### config.mk
export PLATFORM = sky130hd
export DESIGN_NAME = closest_hit_tracker
export DESIGN_NICKNAME = d
export VERILOG_FILES = /design/src/rtl/closest_hit_tracker_pkg.sv /design/src/rtl/fp32_pos_lt.sv /design/src/rtl/closest_hit_tracker.sv
export SDC_FILE = /design/constraint.sdc
export NUM_CORES = 1
export LEC_CHECK = 0
export ABC_AREA = 1
export BUFFER_PORTS_ARGS = -buffer_cell sky130_fd_sc_hd__buf_4
export CAP_MARGIN = 20
export CORE_ASPECT_RATIO = 1.75
export CORE_UTILIZATION = 40
export CTS_BUF_LIST = sky130_fd_sc_hd__clkbuf_16
export DETAILED_ROUTE_END_ITERATION = 10
export PLACE_DENSITY = 0.63
export SKIP_CTS_REPAIR_TIMING = 1
export SKIP_LAST_GASP = 1
export SLEW_MARGIN = 20
export SYNTH_ARGS = -nofsm -noshare
export SYNTH_HDL_FRONTEND = slang
export SYNTH_SLANG_ARGS = --single-unit
### constraint.sdc
create_clock -name clk -period 2.93 [get_ports clk]
set_input_delay 0.4395 -clock clk [delete_from_list [all_inputs] [get_ports clk]]
set_output_delay 0.4395 -clock clk [all_outputs]
set_load 0.05 [all_outputs]
### src/rtl/closest_hit_tracker_pkg.sv
// Shared types and helpers for the closest-hit reduction stage.
package closest_hit_tracker_pkg;

    typedef logic [31:0] fp32_t;

    localparam fp32_t FP32_POS_INF = 32'h7F80_0000;

    // Widest primitive index a hit record can carry.
    localparam int unsigned PRIM_ID_W_MAX = 16;

    typedef struct packed {
        logic                     hit;
        fp32_t                    t;
        logic [PRIM_ID_W_MAX-1:0] prim_id;
    } hit_rec_t;

    function automatic logic fp32_is_finite_pos(input fp32_t x);
        return (x[31] == 1'b0) && (x[30:23] != 8'hFF);
    endfunction

endpackage

### src/rtl/fp32_pos_lt.sv
// Strict less-than on positive finite fp32 bit patterns; the ordering of such
// patterns matches their unsigned integer ordering.
module fp32_pos_lt
    import closest_hit_tracker_pkg::*;
(
    input  fp32_t a,
    input  fp32_t b,
    output logic  lt
);

    assign lt = (a < b);

endmodule

### src/rtl/closest_hit_tracker.sv
// Reduces a stream of per-primitive fp32 ray distances to the nearest valid hit.
// Optional statistics counters are enabled by defining CLOSEST_HIT_STATS_EN.
module closest_hit_tracker
    import closest_hit_tracker_pkg::*;
#(
    parameter int unsigned PRIM_ID_W = 16,
    parameter fp32_t       T_MIN     = 32'h3A83_126F,
    parameter int unsigned MAX_PRIMS = 1024
) (
    input  logic                 clk,
    input  logic                 rst_n,
    input  logic                 t_vld,
    input  fp32_t                t,
    input  logic [PRIM_ID_W-1:0] t_prim_id,
    input  logic                 t_last,
    output logic                 hit_vld,
    output logic                 hit,
    output fp32_t                hit_t,
    output logic [PRIM_ID_W-1:0] hit_prim_id,
    output logic                 overflow
`ifdef CLOSEST_HIT_STATS_EN
    ,
    output logic [31:0]          stat_rays,
    output logic [31:0]          stat_hits,
    output logic [31:0]          stat_cands
`endif
);

    localparam int unsigned CNT_W = $clog2(MAX_PRIMS + 1);
    localparam logic [CNT_W-1:0] CNT_MAX = CNT_W'(MAX_PRIMS);

    localparam logic [0:0] EMPTY = 1'b0;
    localparam logic [0:0] HOLD  = 1'b1;

    logic [0:0]           state_q, state_d;
    fp32_t                best_t_q, best_t_d;
    logic [PRIM_ID_W-1:0] best_id_q, best_id_d;
    hit_rec_t             res_q, res_d;
    logic                 hit_vld_q, hit_vld_d;
    logic [CNT_W-1:0]     cnt_q, cnt_d;
    logic                 overflow_q, overflow_d;

    logic                 cand_ok;
    logic                 cand_lt;
    logic                 take;
    logic                 nb_valid;
    fp32_t                nb_t;
    logic [PRIM_ID_W-1:0] nb_id;
    hit_rec_t             final_rec;

    fp32_pos_lt u_lt (
        .a  (t),
        .b  (best_t_q),
        .lt (cand_lt)
    );

    // Merged view of the held best and the current candidate; on t_last this is the result.
    always_comb begin
        cand_ok  = t_vld && fp32_is_finite_pos(t) && (t > T_MIN);
        take     = cand_ok && ((state_q == EMPTY) || cand_lt);
        nb_valid = (state_q == HOLD) || cand_ok;
        nb_t     = take ? t : best_t_q;
        nb_id    = take ? t_prim_id : best_id_q;

        final_rec.hit     = nb_valid;
        final_rec.t       = nb_valid ? nb_t : FP32_POS_INF;
        final_rec.prim_id = nb_valid ? PRIM_ID_W_MAX'(nb_id) : '0;
    end

    always_comb begin
        state_d    = state_q;
        best_t_d   = best_t_q;
        best_id_d  = best_id_q;
        res_d      = res_q;
        hit_vld_d  = 1'b0;
        cnt_d      = cnt_q;
        overflow_d = overflow_q;

        if (t_vld) begin
            if (t_last) begin
                res_d     = final_rec;
                hit_vld_d = 1'b1;
                state_d   = EMPTY;
                best_t_d  = FP32_POS_INF;
                best_id_d = '0;
                cnt_d     = '0;
            end else begin
                state_d   = nb_valid ? HOLD : EMPTY;
                best_t_d  = nb_t;
                best_id_d = nb_id;
                cnt_d     = (cnt_q == CNT_MAX) ? cnt_q : cnt_q + 1'b1;
            end
            if (cnt_q == CNT_MAX) begin
                overflow_d = 1'b1;
            end
        end
    end

    always_ff @(posedge clk or negedge rst_n) begin
        if (!rst_n) begin
            state_q    <= EMPTY;
            best_t_q   <= FP32_POS_INF;
            best_id_q  <= '0;
            res_q      <= '{hit: 1'b0, t: FP32_POS_INF, prim_id: '0};
            hit_vld_q  <= 1'b0;
            cnt_q      <= '0;
            overflow_q <= 1'b0;
        end else begin
            state_q    <= state_d;
            best_t_q   <= best_t_d;
            best_id_q  <= best_id_d;
            res_q      <= res_d;
            hit_vld_q  <= hit_vld_d;
            cnt_q      <= cnt_d;
            overflow_q <= overflow_d;
        end
    end

    assign hit_vld     = hit_vld_q;
    assign hit         = res_q.hit;
    assign hit_t       = res_q.t;
    assign hit_prim_id = res_q.prim_id[PRIM_ID_W-1:0];
    assign overflow    = overflow_q;

`ifdef CLOSEST_HIT_STATS_EN
    logic [31:0] rays_q, hits_q, cands_q;

    always_ff @(posedge clk or negedge rst_n) begin
        if (!rst_n) begin
            rays_q  <= '0;
            hits_q  <= '0;
            cands_q <= '0;
        end else begin
            if (t_vld && t_last) begin
                rays_q <= rays_q + 32'd1;
                if (final_rec.hit) begin
                    hits_q <= hits_q + 32'd1;
                end
            end
            if (cand_ok) begin
                cands_q <= cands_q + 32'd1;
            end
        end
    end

    assign stat_rays  = rays_q;
    assign stat_hits  = hits_q;
    assign stat_cands = cands_q;
`endif

endmodule
==> parameters.txt, run 1 <==
Parameter                              Value

Run status
  Result of the run ... finished clean

Timing
  Setup repair after global routing missed its margin ... no
  Worst clock skew on the final layout ... 0.0108 ns
  Total count of hold-check failures in the final report ... 0
  Final number of setup-violating endpoints ... 0
  Setup total negative slack ... 0 ns
  Hold Worst Slack ... 0.0625 ns
  Highest attainable clock frequency ... 0.407 GHz
  Relative slew slack ... 0.641
  Period minus WS final ... 2.46 ns
  Final Slew Violations ... 0
  Measured slew at the worst slew-check pin ... 0.537 ns
  Final period utilization ... 0.838

Yosys
  Main synth FF type ... dfrtp_1
  Post-synthesis cell type with the largest combined area ... dfrtp_1
  Number of nets in the synthesized netlist ... 892
  Most instantiated cells after synthesis ... 198 x nand2_1, 138 x nand3_1, 120 x inv_1
  Area of the mapped netlist ... 6330 sq um
  Most used standard cell by instance count after synthesis ... nand2_1
  Per-instance average area after synthesis ... 7.85 sq um
  Biggest area contributors in the synthesized netlist ... dfrtp_1 38%, nand2_1 12%, nand3_1 11%
  Cells after synthesis ... 807
  Count of flip-flops with a built-in enable after synthesis ... 0
  Fraction of synthesis flops using an asynchronous set or reset pin ... 1.00
  Number of distinct standard cells referenced by the synthesized netlist ... 34
  Flops & latches, synth ... 111
  Top-area cell type share of the netlist area ... 0.375
  Share of the yosys chip area belonging to registers ... 0.442
  Total number of yosys warnings ... 0

Critical path
  Cell chain of the critical path ... inv_1, ha_1, a21oi_1, o21ai_1, nand2_1, nand3_1, a21oi_1, nand2_1, nand2_2, nand2_2, buf_12, nand2_1, nand3_1, nand2_1
  Peak per-stage delay on the critical path ... 0.54 ns
  Start-to-end type of the worst setup path ... flip-flop to flip-flop
  Family of cells with the greatest summed delay on the critical path ... simple AND/OR/NAND/NOR gates
  Critical-path top delay cell ... dfstp_2
  Number of buffer and inverter stages on the critical path ... 2
  Setup crit end kind ... flip-flop
  CP dominant cell by count ... nand2_1
  WP data arrival ... 2.74 ns
  Element type at the critical path start ... flip-flop
  Required time of the critical path ... 3.22 ns
  Largest fanout on the critical path ... 28

Detailed routing
  Antenna Violating Nets Remaining ... 0
  Via-to-Cell Ratio ... 5.07
  DRT iter0 DRCs ... 229
  Initial DRT Pass Iterations ... 7
  DRT Wirelength ... 15900 microns
  Wire length per cell ... 14.6 microns
  Post-route DRC violation count ... 0
  Via total after detailed routing ... 5511

GRT
  Vias in the first global route ... 5501
  Total congestion overflow after global routing ... 0
  Gr usage total ... 0.201
  Number of antenna violations at the first check in global routing ... 0
  Maximum number of pins on one net before global-route repair ... 52
  First-pass GRT wire length ... 26300 microns

Floorplan
  Effective utilization at floorplan ... 0.411
  Number of top-level design ports ... 103
  Die boundary height ... 168 microns
  Die span in x ... 97.1 microns
  Total Die Area ... 16400 sq um
  Number of core rows ... 60
  Core box area ... 15400 sq um

Pwr
  Static leakage ... 4.03 nW
  Total Power Consumption ... 3.99 mW
  Largest voltage drop on the vdd net ... 0.000294 V
  PD cells ... 527 nW/um^2

Clocking
  Clock latency of the later-clocked register in the worst-skew pair ... 0.35 ns
  CTS H-tree depth ... 3
  CTS Buffer Depth ... 2
  Library cell used as clock root buffer ... clkbuf_16
  Num CTS Buffers ... 9
  TritonCTS clock tree ... built
  Clock sink count ... 111
  Clock input transition at the sequential cells of the worst setup and hold paths ... 0.08 ns

Finish
  Post-route cell area ... 7570 sq um
  Post-layout net count ... 981
  Antenna diode count ... 0
  Ratio of cells with drive above 1 in the final layout ... 0.218
  Synthesis-to-finish area growth ... 19.5%

Place
  Post-detail-place hpwl ... 11200 microns
  RD Place Congestion ... 0.862
  Cell area after placement ... 7270 sq um
  Total of buffers placed on input and output ports ... 102

Min path
  Worst hold path type ... primary input to async pin

Flow run
  Max-cap violations ... 0
cells in the final DEF (no fill, tap or decap), drive strengths merged:
| cell | synthesis | layout |
|---|---|---|
| nor4 | 2 | 2 |
| nand2 | 209 | 209 |
| nand3 | 155 | 155 |
| or2 | 9 | 9 |
| bufinv | 0 | 1 |
| clkinv | 2 | 4 |
| dfrtp | 95 | 95 |
| clkbuf | 10 | 9 |
| nand4 | 4 | 4 |
| buf | 25 | 113 |
| and3 | 2 | 2 |
| clkinvlp | 0 | 3 |
| nor3 | 12 | 12 |
| a21oi | 25 | 25 |
| xor2 | 2 | 2 |
| o41ai | 1 | 1 |
| nor2 | 18 | 18 |
| o31ai | 2 | 2 |
| a21o | 1 | 1 |
| ha | 33 | 33 |
| o21bai | 2 | 2 |
| o21ai | 52 | 52 |
| dfstp | 16 | 16 |
| inv | 130 | 131 |
worst register-to-register path, cell delays in order, from the launching register on:
cell and delay [ns]:
dfstp_2 0.54, inv_1 0.05, ha_1 0.28, a21oi_1 0.15, o21ai_1 0.09, nand2_1 0.06
nand3_1 0.07, a21oi_1 0.14, nand2_1 0.08, nand2_2 0.18, nand2_2 0.21, buf_12 0.24
nand2_1 0.12, nand3_1 0.10, nand2_1 0.08
final cells by class:
type	count	area [sq um]
fill	1538	7820
clock buffer	9	225
sequential	111	2800
inverter	132	497
tap	186	233
multi-input combinational	529	2830
clock inverter	7	72.6
timing repair buffer	113	911
metal layers:
| layer | part of all wire | GRT usage | up-vias |
|---|---|---|---|
| li1 | - | - | 2762 |
| met4 | 0.025 | 0.0753 | 0 |
| met5 | 0 | 0 | - |
| met3 | 0.020 | 0.0199 | 22 |
| met2 | 0.54 | 0.385 | 82 |
| met1 | 0.42 | 0.225 | 2645 |
state kept, by name (all words and copies together) (netlist names):
signal	cells
hit	1
hit_prim_id	16
state_q	1
overflow	1
best_t_q	32
hit_t	32
cnt_q	11
hit_vld	1
best_id_q	16
final timing paths:
check,cells past startpoint,slack [ns],startpoint,endpoint
setup / recovery,14,0.47,best_t_q[27],hit_prim_id[0]
hold / removal,1,0.06,rst_n,best_t_q[11]
max in group asynchronous,2,2.11,rst_n,hit_t[23]
hold reg to reg,1,0.48,hit,hit
min in group clk,2,0.34,t_last,cnt_q[8]
setup reg to reg,14,0.47,best_t_q[27],hit_prim_id[0]
cells by family after synthesis:
group | Yosys count | share of synthesized area
simple gates | 411 | 0.308
fa+ha+maj | 33 | 0.0652
xor+xnor | 2 | 0.00277
buf+inv | 167 | 0.114
flops | 111 | 0.442
compound gates | 83 | 0.0688
metrics by stage:
| step | setup WS [ns] | std cells | utilization |
|---|---|---|---|
| after global placement | 0.417 | 1071 | 0.472 |
| after detailed placement | 0.384 | 1071 | 0.472 |
| after floorplan | 0.847 | 807 | - |
| after CTS | 0.438 | 1087 | 0.492 |
| after global routing | 0.195 | 1087 | 0.492 |
| final | 0.473 | 1087 | 0.492 |
where the power goes:
part	internal [mW]	switching (mW)	total, mW
clock	0.666	0.587	1.25
sequential	1.68	0.0661	1.74
combinational	0.325	0.666	0.991
total	2.67	1.32	3.99
No activity file was read; power rests on OpenSTA's default activity.
==> run 2: changes to the inputs <==
clock period = 2.3 ns   (was 2.93 ns; I/O delays follow)
==> parameters.txt, run 2 (same netlist as run 1, synthesis figures left out) <==
Parameter                              Value

Finish
  Ratio of cells with drive above 1 in the final layout ... 0.347 (+0.130)
  Post-layout net count ... 1005 (+2.4%)
  Most common cell after layout, fill and taps aside ... nand2_1
  Commonest cells after routing, fill and taps aside ... 165 x nand2_1, 117 x buf_4, 109 x inv_1
  Multi-input gate area ... 3430 sq um (+21%)
  Antenna diode count ... 0 (unchanged)
  Post-route cell area ... 8520 sq um (+13%)
  Non-filler instance count after layout ... 1110 (+2.1%)
  Filler cell count in the final layout ... 1400 (-9.0%)
  Area used by sequential logic in the layout ... 2800 sq um (unchanged)
  Final core utilization ... 0.553 (+0.0617)
  Synthesis-to-finish area growth ... 34.5%

Place
  Total of buffers placed on input and output ports ... 102 (unchanged)
  Total placed cells including tap cells ... 1082 (+1.0%)
  Cell area after placement ... 7370 sq um (+1.3%)
  Setup WS pre-CTS ... 0.0343 ns (-0.350 ns)
  Post-detail-place hpwl ... 11700 microns (+3.7%)
  RD Place Congestion ... 0.876 (+1.7%)

Pwr
  Proportion of power drawn by the clock network ... 0.310 (-0.004)
  Internal Pwr Total ... 3.62 mW (+36%)
  Largest voltage drop on the vdd net ... 0.000350 V (+19%)
  Switching pwr ... 1.80 mW (+36%)
  Static leakage ... 4.29 nW (+6.4%)
  Combinational fraction of design power ... 0.279 (+0.031)
  Register share of total power ... 0.412 (-0.025)
  Sw Ratio ... 0.332 (+0.00107)
  Total Power Consumption ... 5.42 mW (+36%)
  PD cells ... 636 nW/um^2 (+21%)

Critical path
  Flop2flop setup slack ... 0.03 ns (-0.44 ns)
  Largest fanout on the critical path ... 7 (-75%)
  Start-to-end type of the worst setup path ... flip-flop to flip-flop
  Required time of the critical path ... 2.53 ns (-0.69 ns)
  WP data arrival ... 2.50 ns (-0.24 ns)
  Setup crit end kind ... flip-flop
  Element type at the critical path start ... flip-flop

Timing
  Total count of hold-check failures in the final report ... 1 (+1)
  Final Slew Violations ... 0 (unchanged)
  Worst clock skew on the final layout ... 0.00880 ns (-0.00198 ns)
  Highest attainable clock frequency ... 0.441 GHz (+8.3%)
  Relative slew slack ... 0.614 (-0.0269)
  Measured slew at the worst slew-check pin ... 0.579 ns (+0.0422 ns)
  Hold Worst Slack ... -0.0155 ns (-0.0779 ns)
  Final number of setup-violating endpoints ... 0 (unchanged)
  Setup repair after global routing missed its margin ... yes
  Setup total negative slack ... 0 ns (unchanged)
  Period minus WS final ... 2.27 ns (-0.187 ns)
  Final worst-path setup slack ... 0.0308 ns (-0.443 ns)
  Final period utilization ... 0.987 (+0.148)

GRT
  Total congestion overflow after global routing ... 0 (unchanged)
  First-pass GRT wire length ... 27600 microns (+5.0%)
  Met1 Track Usage GR ... 0.235 (+0.00933)
  Most heavily used metal layer in global routing ... met2
  Gr usage total ... 0.210 (+0.00873)
  Number of antenna violations at the first check in global routing ... 0 (unchanged)
  Vias in the first global route ... 5813 (+5.7%)
  Met3 track demand over resource ... 0.0232 (+0.00332)
  Fraction of met2 tracks used by global routing ... 0.392 (+0.00704)
  Maximum number of pins on one net before global-route repair ... 42 (-19%)

Floorplan
  Total Die Area ... 16400 sq um (unchanged)
  Die boundary height ... 168 microns (unchanged)
  Effective utilization at floorplan ... 0.411 (unchanged)
  Number of core rows ... 60 (unchanged)
  Die span in x ... 97.1 microns (unchanged)
  Core box area ... 15400 sq um (unchanged)
  Number of top-level design ports ... 103 (unchanged)

Detailed routing
  Via-to-Cell Ratio ... 5.25 (+3.5%)
  Initial DRT Pass Iterations ... 4 (-3)
  Antenna Violating Nets Remaining ... 0 (unchanged)
  Via total after detailed routing ... 5825 (+5.7%)
  DRT Wirelength ... 18000 microns (+13%)
  Wire length per cell ... 16.3 microns (+11%)
  Post-route DRC violation count ... 0 (unchanged)
  DRT iter0 DRCs ... 214 (-6.6%)

Clocking
  Clock sink count ... 111 (unchanged)
  Clock latency of the later-clocked register in the worst-skew pair ... 0.35 ns (about the same)
  TritonCTS clock tree ... built
  Library cell used as clock root buffer ... clkbuf_16
  CTS Buffer Depth ... 2 (unchanged)
  Num CTS Buffers ... 9 (unchanged)
  CTS H-tree depth ... 3 (unchanged)
  Clock input transition at the sequential cells of the worst setup and hold paths ... 0.07 ns (about the same)

Flow run
  Max-cap violations ... 0 (unchanged)

Run status
  Violations in the final reports ... negative hold slack
  Result of the run ... finished, violations left

Min path
  Worst hold path type ... primary input to async pin
run 2: changes by cell type in the layout (fill, tap and decap cells not counted), sizes merged:
cell / previous run / this run
clkinv: 4 / 6
inv: 131 / 130
clkbuf: 9 / 15
bufinv: 1 / 2
buf: 113 / 130
clkinvlp: 3 / 0
nand2: 209 / 210
run 2: layout make-up:
type | instances | area share
multi-input combinational | 530 | 0.402
clock inverter | 6 | 0.0101
tap | 186 | 0.0273
timing repair buffer | 136 | 0.147
clock buffer | 9 | 0.0264
sequential | 111 | 0.328
inverter | 132 | 0.0583
run 2: routing by layer:
metal / vias to the layer above / part of all wire
met4: 0 / 0.043
met1: 2817 / 0.39
li1: 2828 / -
met5: - / 0
met2: 130 / 0.53
met3: 50 / 0.034
run 2: critical path: stages, from the launching register on:
cell and delay [ns]:
dfstp_2 0.54, inv_2 0.05, ha_4 0.24, nand2_4 0.08, nor2_2 0.05, nor2_1 0.12
nand3_1 0.11, a21oi_2 0.16, nand2_2 0.10, nand2_8 0.16, buf_12 0.13, clkbuf_16 0.17
nand3_2 0.09, nand3_2 0.09, o21ai_1 0.06
run 2: final timing paths:
kind	from	end	cells past startpoint
max in group asynchronous	rst_n	hit_t[23]	2
max reg2reg	best_t_q[23]	best_t_q[2]	14
min in group clk	t_last	cnt_q[8]	2
max	best_t_q[23]	best_t_q[2]	14
min	rst_n	hit_vld	1
min reg2reg	hit	hit	1
run 2: power groups by stage:
stage	clock (mW)	sequential, mW	combinational [mW]
2_1_floorplan	0	2.52	0.595
3_3_place_gp	0	2.26	1.28
3_5_place_dp	0	2.26	1.30
4_1_cts	1.72	2.23	1.30
5_1_grt	1.78	2.25	1.66
6_report	1.68	2.23	1.51
==> run 3: changes to the inputs <==
PLACE_DENSITY = not set   (was 0.63)
==> parameters.txt, run 3 (same netlist as run 1, synthesis figures left out) <==
Parameter                              Value

GRT
  First-pass GRT wire length ... 26700 microns (-3.4%)
  Maximum number of pins on one net before global-route repair ... 42 (unchanged)
  Gr usage total ... 0.204 (-0.00549)
  Total congestion overflow after global routing ... 0 (unchanged)
  Number of antenna violations at the first check in global routing ... 0 (unchanged)
  Vias in the first global route ... 5458 (-6.1%)

Finish
  Commonest cells after routing, fill and taps aside ... 160 x nand2_1, 124 x nand3_1, 115 x inv_1
  Synthesis-to-finish area growth ... 29.6%
  Most common cell after layout, fill and taps aside ... nand2_1
  Ratio of cells with drive above 1 in the final layout ... 0.314 (-0.0337)
  Antenna diode count ... 0 (unchanged)
  Filler cell count in the final layout ... 1460 (+4.3%)
  Post-layout net count ... 996 (-0.90%)

Timing
  Relative slew slack ... 0.640 (+0.0268)
  Final worst-path setup slack ... 0.0100 ns (-0.0208 ns)
  Hold Worst Slack ... -0.0332 ns (-0.0177 ns)
  Setup total negative slack ... 0 ns (unchanged)
  Highest attainable clock frequency ... 0.437 GHz (-0.91%)
  Period minus WS final ... 2.29 ns (+0.0208 ns)
  Final Slew Violations ... 0 (unchanged)
  Final number of setup-violating endpoints ... 0 (unchanged)
  Measured slew at the worst slew-check pin ... 0.539 ns (-0.0402 ns)
  Worst clock skew on the final layout ... 0.0118 ns (+0.00300 ns)
  Setup repair after global routing missed its margin ... yes
  Final period utilization ... 0.996 (+0.00904)
  Total count of hold-check failures in the final report ... 24 (+23)

Floorplan
  Core box area ... 15400 sq um (unchanged)
  Die span in x ... 97.1 microns (unchanged)
  Total Die Area ... 16400 sq um (unchanged)
  Number of top-level design ports ... 103 (unchanged)
  Effective utilization at floorplan ... 0.411 (unchanged)
  Number of core rows ... 60 (unchanged)
  Die boundary height ... 168 microns (unchanged)

Detailed routing
  Via-to-Cell Ratio ... 5.07 (-3.4%)
  Wire length per cell ... 15.4 microns (-5.5%)
  DRT Wirelength ... 16900 microns (-6.3%)
  Post-route DRC violation count ... 0 (unchanged)
  Antenna Violating Nets Remaining ... 0 (unchanged)
  Via total after detailed routing ... 5582 (-4.2%)
  Initial DRT Pass Iterations ... 5 (+1)
  DRT iter0 DRCs ... 208 (-2.8%)

Clocking
  Num CTS Buffers ... 9 (unchanged)
  Clock sink count ... 111 (unchanged)
  Clock input transition at the sequential cells of the worst setup and hold paths ... 0.08 ns (about the same)
  Library cell used as clock root buffer ... clkbuf_16
  CTS Buffer Depth ... 2 (unchanged)
  Clock latency of the later-clocked register in the worst-skew pair ... 0.35 ns (about the same)
  CTS H-tree depth ... 3 (unchanged)
  TritonCTS clock tree ... built

Critical path
  Element type at the critical path start ... flip-flop
  Setup crit end kind ... flip-flop
  Critical Path Start ... best_t_q[30]
  Worst flop-to-flop path startpoint ... best_t_q[30]
  Required time of the critical path ... 2.52 ns (about the same)
  Start-to-end type of the worst setup path ... flip-flop to flip-flop
  Largest fanout on the critical path ... 16 (+9)
  WP data arrival ... 2.51 ns (about the same)

Place
  RD Place Congestion ... 0.834 (-4.8%)
  Total of buffers placed on input and output ports ... 102 (unchanged)
  Post-detail-place hpwl ... 11300 microns (-3.2%)
  Setup WS pre-CTS ... 0.0999 ns (+0.0656 ns)

Min path
  Worst hold path type ... primary input to async pin

Run status
  Result of the run ... finished, violations left
  Violations in the final reports ... negative hold slack

Pwr
  PD cells ... 654 nW/um^2 (+2.9%)
  Largest voltage drop on the vdd net ... 0.000318 V (-9.0%)
  Static leakage ... 4.21 nW (-1.8%)

Flow run
  Max-cap violations ... 0 (unchanged)
run 3: layout make-up:
class / count / area [sq um] / area share
clock buffers: 9 / 225 / 0.0274
well taps: 186 / 233 / 0.0284
repair buffers: 128 / 1180 / 0.144
inverters: 132 / 497 / 0.0605
flip-flops and latches: 111 / 2800 / 0.341
clock inverters: 6 / 95.1 / 0.0116
multi-input cells: 529 / 3180 / 0.387
run 3: worst max-delay path: stages (launching register included):
cell	delay, ns
dfstp_2	0.54
inv_1	0.08
ha_4	0.22
nand2_2	0.08
nor2_1	0.05
nor2_1	0.18
nand3_2	0.11
a21oi_2	0.13
nand2_2	0.07
nand2_4	0.15
clkbuf_16	0.22
nand3_1	0.14
nand3_2	0.10
o21ai_1	0.07
run 3: worst paths after layout:
kind / depth (start not counted) / slack (ns) / to
min reg2reg: 2 / 0.48 / hit_prim_id[4]
min in group clk: 2 / 0.24 / cnt_q[8]
max reg2reg: 13 / 0.01 / best_t_q[0]
min: 1 / -0.03 / hit_vld
max: 13 / 0.01 / best_t_q[0]
max in group asynchronous: 2 / 1.66 / best_t_q[23]
run 3: power by group:
group          switching, mW  internal, mW  leakage (nW)  total, mW
Clock                  0.755         0.960         0.150       1.71
Sequential            0.0882          2.14          1.46       2.23
Combinational          0.921         0.506          2.61       1.43
Total                   1.76          3.60          4.21       5.37
run 3: metrics by stage:
stage,utilization,cells,instance area (sq um),hold WS (ns),power [mW]
after floorplan,-,807,6330,0.0494,3.11
after global routing,0.533,1101,8210,0.00488,5.65
final,0.533,1101,8210,-0.0332,5.37
after detailed placement,0.479,1078,7370,0.369,3.56
after global placement,0.479,1078,7370,0.368,3.54
after CTS,0.500,1093,7690,-0.0130,5.28
run 3: per-layer routing:
layer  vias to the layer above  part of all wire  GRT usage
met1                      2638              0.42      0.242
met5                         -                 0          0
met4                         0             0.025     0.0727
li1                       2793                 -          -
met3                        23             0.039     0.0266
met2                       128              0.52      0.374
